## src/rtl/wb_ic_pkg.sv

```systemverilog
// rtl/wb_ic_pkg.sv - shared types and constants for the 1xN Wishbone interconnect
package wb_ic_pkg;

  typedef enum logic [1:0] {
    ST_IDLE,
    ST_ACTIVE,
    ST_DECERR,
    ST_ABORT
  } ic_state_t;

  // Wide enough for 16 slaves plus a distinct "nobody selected" code.
  localparam int IDX_W = 5;
  typedef logic [IDX_W-1:0] slave_idx_t;
  localparam slave_idx_t NO_SLAVE = 5'h1f;

  localparam int RANGE_AW = 32;
  typedef struct packed {
    logic [RANGE_AW-1:0] base;
    logic [RANGE_AW-1:0] limit;
  } addr_range_t;

endpackage

```

## src/rtl/wb_if.sv

```systemverilog
// rtl/wb_if.sv - Wishbone B4 bus bundle with master and slave views
interface wb_if #(
  parameter int AW = 32,
  parameter int DW = 32
) ();
  logic          cyc;
  logic          stb;
  logic          we;
  logic [AW-1:0] adr;
  logic [2:0]    cti;
  logic [1:0]    bte;
  logic [DW-1:0] dat_w;
  logic [DW/8-1:0] sel;
  logic [DW-1:0] dat_r;
  logic          ack;
  logic          err;

  modport slave  (input cyc, stb, we, adr, cti, bte, dat_w, sel, output dat_r, ack, err);
  modport master (output cyc, stb, we, adr, cti, bte, dat_w, sel, input dat_r, ack, err);
endinterface

```

## src/rtl/wb_ic_addr_decode.sv

```systemverilog
// rtl/wb_ic_addr_decode.sv - combinational range decoder, lowest slave index wins
module wb_ic_addr_decode
  import wb_ic_pkg::*;
#(
  parameter int AW       = 32,
  parameter int N_SLAVES = 4,
  parameter logic [N_SLAVES*2*AW-1:0] ADDR_RANGES = '0
) (
  input  logic [AW-1:0] adr,
  output slave_idx_t    idx,
  output logic          hit
);

  logic [AW-1:0] base;
  logic [AW-1:0] limit;

  // Scan from the highest index down so the lowest matching index is the last write.
  always_comb begin
    idx   = NO_SLAVE;
    hit   = 1'b0;
    base  = '0;
    limit = '0;
    for (int i = N_SLAVES - 1; i >= 0; i--) begin
      base  = ADDR_RANGES[(N_SLAVES-i)*2*AW-1 -: AW];
      limit = ADDR_RANGES[(N_SLAVES-i)*2*AW-AW-1 -: AW];
      // Offset form gives an inclusive check without a compare against a zero base.
      if ((adr - base) <= (limit - base)) begin
        idx = slave_idx_t'(i);
        hit = 1'b1;
      end
    end
  end

endmodule

```

## src/rtl/wb_interconnect_1xn.sv

```systemverilog
// rtl/wb_interconnect_1xn.sv - single-master Wishbone interconnect to N slaves with decode error and watchdog
module wb_interconnect_1xn
  import wb_ic_pkg::*;
#(
  parameter int WB_ADDR_WIDTH  = 32,
  parameter int WB_DATA_WIDTH  = 32,
  parameter int N_SLAVES       = 4,
  parameter logic [N_SLAVES*2*WB_ADDR_WIDTH-1:0] ADDR_RANGES = '0,
  parameter int TIMEOUT_CYCLES = 256
) (
  input  logic                                   clk,
  input  logic                                   rst,
  wb_if.slave                                    m0,
  output logic [N_SLAVES*WB_ADDR_WIDTH-1:0]      sadr,
  output logic [N_SLAVES*3-1:0]                  scti,
  output logic [N_SLAVES*2-1:0]                  sbte,
  output logic [N_SLAVES*WB_DATA_WIDTH-1:0]      sdat_w,
  output logic [N_SLAVES*(WB_DATA_WIDTH/8)-1:0]  ssel,
  output logic [N_SLAVES-1:0]                    swe,
  output logic [N_SLAVES-1:0]                    scyc,
  output logic [N_SLAVES-1:0]                    sstb,
  input  logic [N_SLAVES*WB_DATA_WIDTH-1:0]      sdat_r,
  input  logic [N_SLAVES-1:0]                    sack,
  input  logic [N_SLAVES-1:0]                    serr,
  output logic                                   timeout_evt
);

  localparam int CNT_W = (TIMEOUT_CYCLES > 0) ? $clog2(TIMEOUT_CYCLES + 1) : 1;
  localparam logic [CNT_W-1:0] CNT_MAX  = CNT_W'(TIMEOUT_CYCLES);
  localparam logic [CNT_W-1:0] CNT_LAST = CNT_W'(TIMEOUT_CYCLES - 1);

  ic_state_t  state_q, state_d;
  slave_idx_t sel_q, sel_d;
  logic [CNT_W-1:0] cnt_q, cnt_d;

  slave_idx_t dec_idx;
  logic       dec_hit;
  logic       sel_ack, sel_err, stall;
  logic [WB_DATA_WIDTH-1:0] sel_dat;
  logic       ack_o, err_o;
  logic [WB_DATA_WIDTH-1:0] dat_o;

  wb_ic_addr_decode #(
    .AW          (WB_ADDR_WIDTH),
    .N_SLAVES    (N_SLAVES),
    .ADDR_RANGES (ADDR_RANGES)
  ) u_dec (
    .adr (m0.adr),
    .idx (dec_idx),
    .hit (dec_hit)
  );

  assign sadr   = {N_SLAVES{m0.adr}};
  assign scti   = {N_SLAVES{m0.cti}};
  assign sbte   = {N_SLAVES{m0.bte}};
  assign sdat_w = {N_SLAVES{m0.dat_w}};
  assign ssel   = {N_SLAVES{m0.sel}};
  assign swe    = {N_SLAVES{m0.we}};

  assign m0.ack   = ack_o;
  assign m0.err   = err_o;
  assign m0.dat_r = dat_o;

  always_comb begin
    sel_ack = 1'b0;
    sel_err = 1'b0;
    sel_dat = '0;
    for (int i = 0; i < N_SLAVES; i++) begin
      if (sel_q == slave_idx_t'(i)) begin
        sel_ack = sack[i];
        sel_err = serr[i];
        sel_dat = sdat_r[i*WB_DATA_WIDTH +: WB_DATA_WIDTH];
      end
    end
  end

  always_ff @(posedge clk or posedge rst) begin
    if (rst) begin
      state_q <= ST_IDLE;
      sel_q   <= NO_SLAVE;
      cnt_q   <= '0;
    end else begin
      state_q <= state_d;
      sel_q   <= sel_d;
      cnt_q   <= cnt_d;
    end
  end

  always_comb begin
    state_d     = state_q;
    sel_d       = sel_q;
    cnt_d       = '0;
    scyc        = '0;
    sstb        = '0;
    ack_o       = 1'b0;
    err_o       = 1'b0;
    dat_o       = '0;
    timeout_evt = 1'b0;
    stall       = m0.stb && !sel_ack && !sel_err;
    unique case (state_q)
      ST_IDLE: begin
        if (m0.cyc && m0.stb) begin
          if (dec_hit) begin
            state_d = ST_ACTIVE;
            sel_d   = dec_idx;
          end else begin
            state_d = ST_DECERR;
          end
        end
      end
      ST_ACTIVE: begin
        for (int i = 0; i < N_SLAVES; i++) begin
          if (sel_q == slave_idx_t'(i)) begin
            scyc[i] = m0.cyc;
            sstb[i] = m0.stb;
          end
        end
        ack_o = sel_ack;
        err_o = sel_err;
        dat_o = sel_dat;
        if (!stall)                cnt_d = '0;
        else if (cnt_q != CNT_MAX) cnt_d = cnt_q + 1'b1;
        else                       cnt_d = cnt_q;
        // Master releasing the bus outranks any response or watchdog expiry.
        if (!m0.cyc) begin
          state_d = ST_IDLE;
          sel_d   = NO_SLAVE;
        end else if (TIMEOUT_CYCLES != 0 && stall && cnt_q == CNT_LAST) begin
          state_d = ST_ABORT;
          sel_d   = NO_SLAVE;
        end
      end
      ST_DECERR: begin
        err_o   = 1'b1;
        state_d = ST_IDLE;
      end
      ST_ABORT: begin
        err_o       = 1'b1;
        timeout_evt = 1'b1;
        state_d     = ST_IDLE;
      end
      default: state_d = ST_IDLE;
    endcase
  end

endmodule

```

## src/flat_wrapper.sv

```systemverilog
// flat-port wrapper written by rule: the top's interface ports become plain ports
module wb_interconnect_1xn_flat import wb_ic_pkg::*;
#(
  parameter int WB_ADDR_WIDTH  = 32,
  parameter int WB_DATA_WIDTH  = 32,
  parameter int N_SLAVES       = 4,
  parameter logic [N_SLAVES*2*WB_ADDR_WIDTH-1:0] ADDR_RANGES = '0,
  parameter int TIMEOUT_CYCLES = 256
)
  (clk, rst, sadr, scti, sbte, sdat_w, ssel, swe, scyc, sstb, sdat_r, sack, serr, timeout_evt, m0_cyc, m0_stb, m0_we, m0_adr, m0_cti, m0_bte, m0_dat_w, m0_sel, m0_dat_r, m0_ack, m0_err);
  wb_if #(.AW((32)), .DW((32))) m0_i ();
  input  logic clk;
  input  logic rst;
  output logic [N_SLAVES*WB_ADDR_WIDTH-1:0] sadr;
  output logic [N_SLAVES*3-1:0] scti;
  output logic [N_SLAVES*2-1:0] sbte;
  output logic [N_SLAVES*WB_DATA_WIDTH-1:0] sdat_w;
  output logic [N_SLAVES*(WB_DATA_WIDTH/8)-1:0] ssel;
  output logic [N_SLAVES-1:0] swe;
  output logic [N_SLAVES-1:0] scyc;
  output logic [N_SLAVES-1:0] sstb;
  input  logic [N_SLAVES*WB_DATA_WIDTH-1:0] sdat_r;
  input  logic [N_SLAVES-1:0] sack;
  input  logic [N_SLAVES-1:0] serr;
  output logic timeout_evt;
  input wire logic [$bits(m0_i.cyc)-1:0] m0_cyc;
  input wire logic [$bits(m0_i.stb)-1:0] m0_stb;
  input wire logic [$bits(m0_i.we)-1:0] m0_we;
  input wire logic [$bits(m0_i.adr)-1:0] m0_adr;
  input wire logic [$bits(m0_i.cti)-1:0] m0_cti;
  input wire logic [$bits(m0_i.bte)-1:0] m0_bte;
  input wire logic [$bits(m0_i.dat_w)-1:0] m0_dat_w;
  input wire logic [$bits(m0_i.sel)-1:0] m0_sel;
  output wire logic [$bits(m0_i.dat_r)-1:0] m0_dat_r;
  output wire logic [$bits(m0_i.ack)-1:0] m0_ack;
  output wire logic [$bits(m0_i.err)-1:0] m0_err;
  assign m0_i.cyc = m0_cyc;
  assign m0_i.stb = m0_stb;
  assign m0_i.we = m0_we;
  assign m0_i.adr = m0_adr;
  assign m0_i.cti = m0_cti;
  assign m0_i.bte = m0_bte;
  assign m0_i.dat_w = m0_dat_w;
  assign m0_i.sel = m0_sel;
  assign m0_dat_r = m0_i.dat_r;
  assign m0_ack = m0_i.ack;
  assign m0_err = m0_i.err;
  wb_interconnect_1xn #(.WB_ADDR_WIDTH(WB_ADDR_WIDTH), .WB_DATA_WIDTH(WB_DATA_WIDTH), .N_SLAVES(N_SLAVES), .ADDR_RANGES(ADDR_RANGES), .TIMEOUT_CYCLES(TIMEOUT_CYCLES)) u_core (.clk(clk), .rst(rst), .m0(m0_i), .sadr(sadr), .scti(scti), .sbte(sbte), .sdat_w(sdat_w), .ssel(ssel), .swe(swe), .scyc(scyc), .sstb(sstb), .sdat_r(sdat_r), .sack(sack), .serr(serr), .timeout_evt(timeout_evt));
endmodule
```

## config.mk

```make
export PLATFORM = sky130hd
export DESIGN_NAME = wb_interconnect_1xn_flat
export DESIGN_NICKNAME = d
export VERILOG_FILES = /design/src/rtl/wb_ic_pkg.sv /design/src/rtl/wb_if.sv /design/src/rtl/wb_ic_addr_decode.sv /design/src/rtl/wb_interconnect_1xn.sv /design/src/flat_wrapper.sv
export SDC_FILE = /design/constraint.sdc
export NUM_CORES = 1
export LEC_CHECK = 0
export CAP_MARGIN = 20
export CORE_AREA = 2 2 213 215
export DETAILED_ROUTE_END_ITERATION = 10
export DIE_AREA = 0 0 215 217
export SLEW_MARGIN = 20
export SYNTH_ARGS = -nofsm -noshare
export SYNTH_HDL_FRONTEND = slang
export SYNTH_HIERARCHICAL = 1
export SYNTH_SLANG_ARGS = --single-unit
```

## constraint.sdc

```tcl
create_clock -name clk -period 4.13 [get_ports clk]
set_input_delay 0.826 -clock clk [delete_from_list [all_inputs] [get_ports clk]]
set_output_delay 0.826 -clock clk [all_outputs]
set_load 0.02 [all_outputs]
```

After elaboration in Yosys (flattened, before gate mapping)
Index checks and enable logic that the tools add are counted.
- word-level logic and storage cells: 70
- register bits after elaboration: 16
- output and inout bits: 339
- ROM bits: 0
- memory bits (writable): 0
- bits in latches: 0
- memories: 0
- bits of input ports: 214
- multiplexer cells: 41
- bitwise operators: 0
- equality and inequality tests: 12
- multipliers: 0
- reduce and logical (&&, ||, !) cells: 12
- divide/modulo/power cells: 0
- order comparisons: 1
- $add $sub $neg: 1
- shift-type cells: 0
- operators by type and width (kind ; number):
    $mux W32 ; 5
    $le A32 B1 Y1 const B ; 1
    $mux W9 ; 3
    $mux W5 ; 5
    $mux W1 ; 19
    $eq A5 B2 Y1 const B ; 2
    $pmux W5 S2 ; 1
    $add A9 B1 Y9 const B ; 1
    $eq A9 B8 Y1 const B ; 1
    $ne A9 B9 Y1 const B ; 1
    $mux W2 ; 4
    $mux W4 ; 2
    $pmux W2 S3 ; 1
    $eq A5 B1 Y1 const B ; 1
    $logic_not A5 Y1 ; 1
    $eq A2 B2 Y1 const B ; 2
    $logic_and A1 B1 Y1 ; 4
    $ne A2 B1 Y1 const B ; 2
    $reduce_and A4 Y1 ; 1
    $ne A3 B2 Y1 const B ; 1
    $ne A3 B3 Y1 const B ; 1
    $eq A2 B1 Y1 const B ; 1
    $logic_not A1 Y1 ; 2
    $logic_not A2 Y1 ; 1
    4 further kinds ; 4

Longest topological paths before layout
Gate-level depths: netlist of run 1.
- word-level depth: 12
- mapped depth: 7
- depth with buffers taken out: 7

Modules after synthesis
The synthesis of run 1 kept the hierarchy.
- modules (own cells, without submodules) (module ; sequential area each (um^2) ; times used ; cells each ; area each (um^2)):
    wb_interconnect_1xn ; 406.6 ; 1 ; 536 ; 4113.9
    wb_ic_addr_decode ; 0.0 ; 1 ; 16 ; 108.9

Worst setup path before layout of run 1
No wires, ideal clock.
- path type: reg-to-output
- start point: register u_core.sel_q[1]
- end point: output port m0_dat_r[10]
- required time: 3304 ps
- path slack: 1483 ps
- path buffers: 2
- arrival: 1821 ps
- stages on the path, launching flop included: 7
- cells stage by stage: dfstp_2 > buf_6 > or3b_4 > nor2_8 > buf_2 > a22oi_1 > a21oi_1
- word-level cells in the longest chain between the ends: 6
- elaborated cells on any way between the ends: 9
- classes of those cells: eq/ne (3); mux (5); reduce/logical (1)
- ends and longest elaborated chain (element ; RTL line ; source):
    start: declaration ; wb_interconnect_1xn.sv:33 ; slave_idx_t sel_q, sel_d;
    start signal: assignment ; wb_interconnect_1xn.sv:84 ; sel_q <= sel_d;
    $logic_not A5 Y1 ; wb_interconnect_1xn.sv:69 ; if (sel_q == slave_idx_t'(i)) begin
    $mux W32 (3 in series) ; wb_interconnect_1xn.sv:69 ;
    $mux W32 (*) ; wb_interconnect_1xn.sv:69 ;
    $mux W32 (*) ; wb_interconnect_1xn.sv:100 ; unique case (state_q)
    end: declaration ; flat_wrapper.sv:34 ; output wire logic [$bits(m0_i.dat_r)-1:0] m0_dat_r;
Every way passes the cells marked *; elsewhere a longest branch is shown, timed or not.

Worst setup path in the final report of run 1
- start point: register u_core.sel_q[1]
- end point: output port m0_dat_r[24]
Same word-level chain as after synthesis.

==> results of run 1 <==
## synth_stat cells (3+ instances only)
| cell | instances | share of area (%) |
|---|---|---|
| nor3_1 | 7 | 0.83 |
| nor2b_1 | 5 | 0.74 |
| nand3_1 | 5 | 0.59 |
| nand4_1 | 4 | 0.59 |
| dfrtp_1 | 11 | 6.5 |
| a21oi_1 | 42 | 5.0 |
| clkbuf_1 | 4 | 0.36 |
| nor4_1 | 9 | 1.3 |
| ha_1 | 3 | 0.89 |
| xor2_1 | 3 | 0.62 |
| o22ai_1 | 5 | 0.74 |
| buf_2 | 7 | 0.83 |
| buf_6 | 4 | 1.1 |
| dfstp_2 | 5 | 3.1 |
| nand2_1 | 14 | 1.2 |
| inv_1 | 8 | 0.71 |
| nor2_1 | 17 | 1.5 |
| clkbuf_8 | 3 | 0.98 |
| buf_4 | 300 | 53 |
| a22oi_1 | 64 | 11 |
## layer usage
metal / part of all wire (%) / routed length (um) / vias to the layer above
li1: - / - / 1662
met3: 12 / 2110 / 29
met2: 47 / 8090 / 365
met4: 5.3 / 914 / 0
met1: 36 / 6270 / 1692
met5: 0 / 0 / -
## layout make-up
type | instances | area (um2)
tap | 600 | 751
timing repair buffer | 347 | 3490
multi-input combinational | 208 | 1400
sequential | 16 | 407
clock buffer | 4 | 88.8
inverter | 9 | 33.8
fill | 5139 | 38500
## tightest hold or removal path, stage by stage (launching register included)
cell	delay, ps
dfstp_2	390
inv_1	70
a21oi_1	60
## through the flow
| step | utilization (%) | setup slack, ps | power [W] | instances | hold slack (ps) |
|---|---|---|---|---|---|
| 3_5_place_dp | 13.6 | 440 | 0.000595 | 1180 | 523 |
| 2_1_floorplan | - | 1480 | 0.000604 | 552 | 495 |
| 6_report | 13.8 | 366 | 0.000801 | 1184 | 528 |
| 4_1_cts | 13.8 | 350 | 0.000809 | 1184 | 530 |
| 5_1_grt | 13.8 | 243 | 0.000830 | 1184 | 573 |
| 3_3_place_gp | 13.6 | 439 | 0.000593 | 1180 | 522 |
## state kept, by name, summed over array words and instances (netlist names)
register        flops
u_core/cnt_q        9
u_core/sel_q        5
u_core/state_q      2
## kinds of logic after synthesis
logic type	count (synthesis)	synth area share, %
AOI/OAI and AO/OA	118	19.2
xor gates and xnor gates	5	1.04
adders and majority gates	3	0.889
buffers and inverters	328	57.5
DFF	16	9.63
muxes	2	0.504
and+or+nand+nor	80	11.3
## worst paths after layout
kind / to / cells past startpoint / slack, ps / from
setup / recovery: m0_dat_r[24] / 6 / 370 / u_core/sel_q[1]
min in group asynchronous: u_core/cnt_q[4] / 2 / 960 / rst
max in group asynchronous: u_core/state_q[1] / 2 / 2750 / rst
setup reg to reg: u_core/sel_q[4] / 7 / 2110 / u_core/cnt_q[2]
hold reg to reg: u_core/sel_q[4] / 2 / 530 / u_core/sel_q[4]
hold / removal: u_core/sel_q[4] / 2 / 530 / u_core/sel_q[4]
## power by group
part           switching (W)  total (W)  internal (W)
Sequential       0.000000955   0.000159      0.000158
Clock              0.0000626   0.000210      0.000147
Combinational       0.000173   0.000433      0.000260
==> results.toml, run 1 <==
[sta]
clock.fmax_mhz = 266
tightest_slew_ps = 641
setup_violations = 0
slew_violations = 0
max_slew_margin_pct = 57.2
min_period_over_period_pct = 91.1
fin_skew_ps = 3.85
fin_crit_ps = 3760
rsz0062_at_grt = "false"
hold_violations = 0
setup_tns_ps = 0

[global_routing]
grt_pass1_wl_mm = 23.6
grt_max_degree = 34
grt_pass1_vias = 3639
overflow = 0
track_usage_pct = 6.74
grtUsageMet3_pct = 2.94
antenna_found_initial = 0
busiest_layer = "met2"
use_met1_pct = 7.04
met2_usage_pct = 11.3

[floorplanning]
die_area_um2 = 46700
start_util_pct = 9.45
die_y_um = 217
core_area_um2 = 44700
pin_count = 553
die_x_um = 215
rows = 78

[layout]
layout_common_cells = "342 x clkdlybuf4s50_1, 64 x a22oi_1, 42 x a21oi_1, 16 x nor2_1, 14 x nand2_1"
diodes = 0
area_growth_syn_to_layout_pct = 46.1
final_cell_area_um2 = 6170
final_common_cell = "clkdlybuf4s50_1"
drive_above_1_share_pct = 4.97
fin_nets = 802

[clocking]
clkLatencyLatePin_ps = 250
cts_buffer_depth = 2
cts.sinks = 16
cts_root_buf = "clkbuf_16"
cts_made_buffers = 3
cts_tree = "yes"
cts_resized = 0
htreeDepth = 1
clk_pin_slew_worst_paths_ps = 50
post_cts_buffers = 0
cts.hold.buffers_added = 0

[route]
drt-initial-drc-count = 114
routed_wl_mm = 17.4
wl_per_cell_um = 14.7
ant_nets = 0
viasPerCell = 3.17
via_count = 3748
first_pass_iters = 4
drc = 0

[worst_setup_path]
arrival_ps = 2940
cp-end-kind = "output port"
cp_cell_sequence = "or3b_4 -> nor2_8 -> buf_4 -> a22oi_1 -> a21oi_1 -> clkdlybuf4s50_1"
crit_fanout = 28
required_ps = 3300
slowest_delay_ps = 650
startpoint_type = "flip-flop"
path_buf_inv = 2
critPathSlowestCell = "dfstp_2"
path_class = "reg -> out"
critical-path-top-delay-family = "buffers and inverters"

[yosys]
synth.yosys.warnings = 6
yosysSeqAreaShare_pct = 9.63
syn_avg_cell_area_um2 = 7.65
syn_area_um2 = 4220
ys_ff_latch = 16
synth_ff_type = "dfrtp_1"
synth_fp_nets = 769
synth-edff-count = 0
ys_types = 46
async_reset_ff_share_pct = 100
synth_cells = 552

[flow_run]
cap_violations = 0

[placed_design]
gp_congestion = 0.844
dpl.hpwl_mm = 14.9
portBuffers = 342
post_dp_cell_area_um2 = 6080

[power]
ir_worst_vdd_v = 0.0000978
power.density_nw_per_um2 = 130
p_leak_nw = 2.01

[hold_path]
hp-class = "reg -> reg"

[status]
outcome = "completed"
Power figures use the tool's default switching activity.
==> run 2, diff against run 1 <==
PLACE_DENSITY = 0.4   (was not set)
==> results.toml, run 2 (synthesis gave the netlist of run 1 again) <==
[placed_design]
dpl.hpwl_mm = 14.7
portBuffers = 342
gp_congestion = 0.750

[worst_setup_path]
cp-end-kind = "output port"
ff2ff_path_depth = 5
cp-startpoint = "sack[0]"
path_class = "in -> out"
regToRegSetupSlack_ps = 1960
required_ps = 3300
cp_cell_sequence = "clkdlybuf4s50_1 -> nor2_1 -> o21ai_0 -> a32oi_4 -> nor2_1 -> clkdlybuf4s50_1"
slowest_delay_ps = 710
critPathSlowestCell = "clkdlybuf4s50_1"
crit_end = "m0_ack"
reg2reg_to = "u_core/cnt_q[0]"
startpoint_type = "input pin"
crit_fanout = 5
arrival_ps = 2880
r2r_start = "u_core/state_q[1]"

[power]
ir_worst_vdd_v = 0.000119
power_w = 0.000807
p_leak_nw = 2.01
power.density_nw_per_um2 = 131

[floorplanning]
die_x_um = 215
pin_count = 553
die_y_um = 217
rows = 78
die_area_um2 = 46700
core_area_um2 = 44700
start_util_pct = 9.45

[flow_run]
cap_violations = 0

[clocking]
cts_buffer_depth = 2
cts.hold.buffers_added = 0
clk_pin_slew_worst_paths_ps = 50
clkLatencyLatePin_ps = 250
post_cts_buffers = 0
cts.sinks = 16
cts_made_buffers = 3
cts_tree = "yes"
htreeDepth = 1
cts_root_buf = "clkbuf_16"
cts_resized = 0

[layout]
top_regs = "u_core/cnt_q: 9 flops, u_core/sel_q: 5 flops, u_core/state_q: 2 flops"
drive_above_1_share_pct = 4.97
fin_nets = 802
area_growth_syn_to_layout_pct = 46.2
layout_common_cells = "342 x clkdlybuf4s50_1, 64 x a22oi_1, 42 x a21oi_1, 16 x nor2_1, 14 x nand2_1"
regMostFlops = "u_core/cnt_q"
final_common_cell = "clkdlybuf4s50_1"
largest_reg_flops = 9

[global_routing]
grt_pass1_vias = 3671
grt_pass1_wl_mm = 24.1
track_usage_pct = 6.81
antenna_found_initial = 1
grt_max_degree = 37
overflow = 0

[hold_path]
hp-class = "reg -> reg"
holdCritStartpoint = "u_core/sel_q[4]"

[sta]
clock.fmax_mhz = 270
slew_violations = 0
setup_violations = 0
setup_tns_ps = 0
hold_violations = 0
fin_skew_ps = 3.16
max_slew_margin_pct = 39.8
rsz0062_at_grt = "false"
holdWs_ps = 538
fin_crit_ps = 3710
min_period_over_period_pct = 89.8
tightest_slew_ps = 903

[route]
drt-initial-drc-count = 214
first_pass_iters = 4
ant_nets = 0
via_count = 3693
viasPerCell = 3.12
routed_wl_mm = 17.4
wl_per_cell_um = 14.7
drc = 0

[status]
outcome = "completed"
==> run 2: per-stage QoR <==
step	std cells	instance area [um2]	worst slack [ps]	utilization, %
after CTS	1184	6170	333	13.8
after detailed placement	1180	6080	339	13.6
after global placement	1180	6080	314	13.6
after global routing	1184	6170	257	13.8
after floorplan	552	4220	1480	-
final	1185	6170	423	13.8
==> run 2: worst min-delay path by stage <==
stage                      end  cells after the start
6_report       u_core/sel_q[4]                      2
5_1_grt        u_core/sel_q[4]                      2
4_1_cts        u_core/sel_q[4]                      2
3_5_place_dp   u_core/sel_q[4]                      2
3_3_place_gp   u_core/sel_q[4]                      2
2_1_floorplan  u_core/sel_q[4]                      2
==> run 2: routing by layer <==
layer  track usage, %  vias up  wire length, um
li1                 -     1662                -
met4             2.78        2              564
met5                0        -               13
met2             10.4      317             7450
met1             8.71     1668             7460
met3             2.46       44             1920
==> run 2: cell type report <==
type,count,area (um2)
tap,600,751
inverter,9,33.8
clock buffer,4,88.8
multi-input combinational,208,1400
antenna,1,2.50
sequential,16,407
fill,5152,38500
timing repair buffer,347,3490
==> run 2: where the power goes <==
part	internal, W	switching (W)
clock network	0.000147	0.0000636
registers	0.000158	0.00000103
logic	0.000260	0.000178
total	0.000565	0.000242
==> run 2: worst max-delay path, delay by kind of cell <==
kind,cells,cell delay [ps]
AO/OA/AOI/OAI,2,470
buffers and inverters,2,1280
AND/OR/NAND/NOR,2,290
==> run 3, diff against run 2 <==
CORE_AREA = 5 5 209 211   (was 2 2 213 215)
DIE_AREA = 0 0 214 216   (was 0 0 215 217)
PLACE_DENSITY = 0.42   (was 0.4)
==> results.toml, run 3 (synthesis gave the netlist of run 1 again) <==
[clocking]
cts_buffer_depth = 2
cts_root_buf = "clkbuf_16"
cts.hold.buffers_added = 0
htreeDepth = 1
clkLatencyLatePin_ps = 250
cts_tree = "yes"
post_cts_buffers = 0
cts_resized = 0
cts_made_buffers = 3
clk_pin_slew_worst_paths_ps = 50
cts.sinks = 16

[layout]
top_regs = "u_core/cnt_q: 9 flops, u_core/sel_q: 5 flops, u_core/state_q: 2 flops"
stdcell_count = 1129
layout_common_cells = "342 x clkdlybuf4s50_1, 64 x a22oi_1, 42 x a21oi_1, 16 x nor2_1, 14 x nand2_1"
regMostFlops = "u_core/cnt_q"
diodes = 0
drive_above_1_share_pct = 5.93
area_growth_syn_to_layout_pct = 45.9
fin_nets = 808
final_common_cell = "clkdlybuf4s50_1"
largest_reg_flops = 9

[worst_setup_path]
cp-end-kind = "output port"
path_buf_inv = 2
startpoint_type = "input pin"
arrival_ps = 2920
critical-path-top-delay-family = "buffers and inverters"
cp_cell_sequence = "clkdlybuf4s50_1 -> nor2_1 -> o21ai_0 -> a32oi_4 -> nor2_1 -> clkdlybuf4s50_1"
crit_fanout = 5
required_ps = 3300
path_class = "in -> out"
slowest_delay_ps = 670
critPathSlowestCell = "clkdlybuf4s50_1"

[sta]
slew_violations = 0
setup_tns_ps = 0
fin_skew_ps = 1.44
rsz0062_at_grt = "false"
setup_violations = 0
fin_ws_ps = 387
clock.fmax_mhz = 267
fin_crit_ps = 3740
hold_violations = 0
tightest_slew_ps = 697
min_period_over_period_pct = 90.6
max_slew_margin_pct = 53.5

[floorplanning]
start_util_pct = 10.2
rows = 75
die_y_um = 216
core_area_um2 = 41600
pin_count = 553
die_x_um = 214
die_area_um2 = 46200

[route]
first_pass_iters = 4
ant_nets = 0
viasPerCell = 3.23
drc = 0
via_count = 3650
drt-initial-drc-count = 184
routed_wl_mm = 18.5
wl_per_cell_um = 16.4

[placed_design]
dp.cells = 1125
dpl.hpwl_mm = 15.4
gp_congestion = 0.737
dpl_worst_slack_ps = 290
portBuffers = 342

[power]
p_leak_nw = 2.05
ir_worst_vdd_v = 0.0000904
power.density_nw_per_um2 = 131

[global_routing]
grt_pass1_wl_mm = 26.0
antenna_found_initial = 0
overflow = 0
track_usage_pct = 7.23
grt_max_degree = 33
grt_pass1_vias = 4004

[flow_run]
cap_violations = 0

[status]
outcome = "completed"

[hold_path]
hp-class = "reg -> reg"
==> run 3: cell types whose count changed in the layout (fill, tap and decap cells not counted) <==
| cell | change |
|---|---|
| nor2_4 | +2 |
| buf_4 | +5 |
| diode_2 | -1 |
| nor2_2 | -2 |
| buf_12 | +1 |
==> run 3: worst register-to-register path: cells and delay by family (launching register included) <==
kind | cells | cell delay [ps]
flops | 1 | 530
buf+inv | 2 | 470
compound gates | 3 | 790
simple gates | 1 | 270
==> run 3: per-stage QoR <==
stage          util, %  area, um2  total power (W)  hold WS, ps
2_1_floorplan        -       4220         0.000604          495
3_3_place_gp      14.6       6070         0.000599          519
3_5_place_dp      14.6       6070         0.000597          519
4_1_cts           14.8       6160         0.000817          527
5_1_grt           14.8       6160         0.000843          550
6_report          14.8       6160         0.000808          523
==> run 3: layout make-up <==
type / instances / area, um2
fill: 4671 / 35400
timing repair buffer: 353 / 3540
multi-input combinational: 208 / 1410
tap: 539 / 674
sequential: 16 / 407
clock buffer: 4 / 88.8
inverter: 9 / 33.8
==> run 3: report_power, final <==
part           total (W)  switching [W]  internal [W]
clock network   0.000215      0.0000677      0.000147
logic           0.000434       0.000174      0.000260
registers       0.000159     0.00000110      0.000158
total           0.000808       0.000243      0.000565
==> run 3: worst paths after layout <==
kind                                      to       startpoint  slack [ps]  depth (start not counted)
setup / recovery                      m0_ack          sack[0]         390                          6
hold / removal               u_core/sel_q[4]  u_core/sel_q[4]         520                          2
setup reg to reg             u_core/cnt_q[2]  u_core/sel_q[1]        1990                          6
hold reg to reg              u_core/sel_q[4]  u_core/sel_q[4]         520                          2
max in group asynchronous    u_core/cnt_q[8]              rst        2720                          2
min in group asynchronous  u_core/state_q[0]              rst         980                          2
==> run 3: routing by layer <==
layer  wire, um  track usage [%]  vias up
met5          0                0        -
met4        445             2.17        0
met3       1850             2.96       42
met2       9240             13.0      273
met1       6950             7.84     1668
li1           -                -     1667
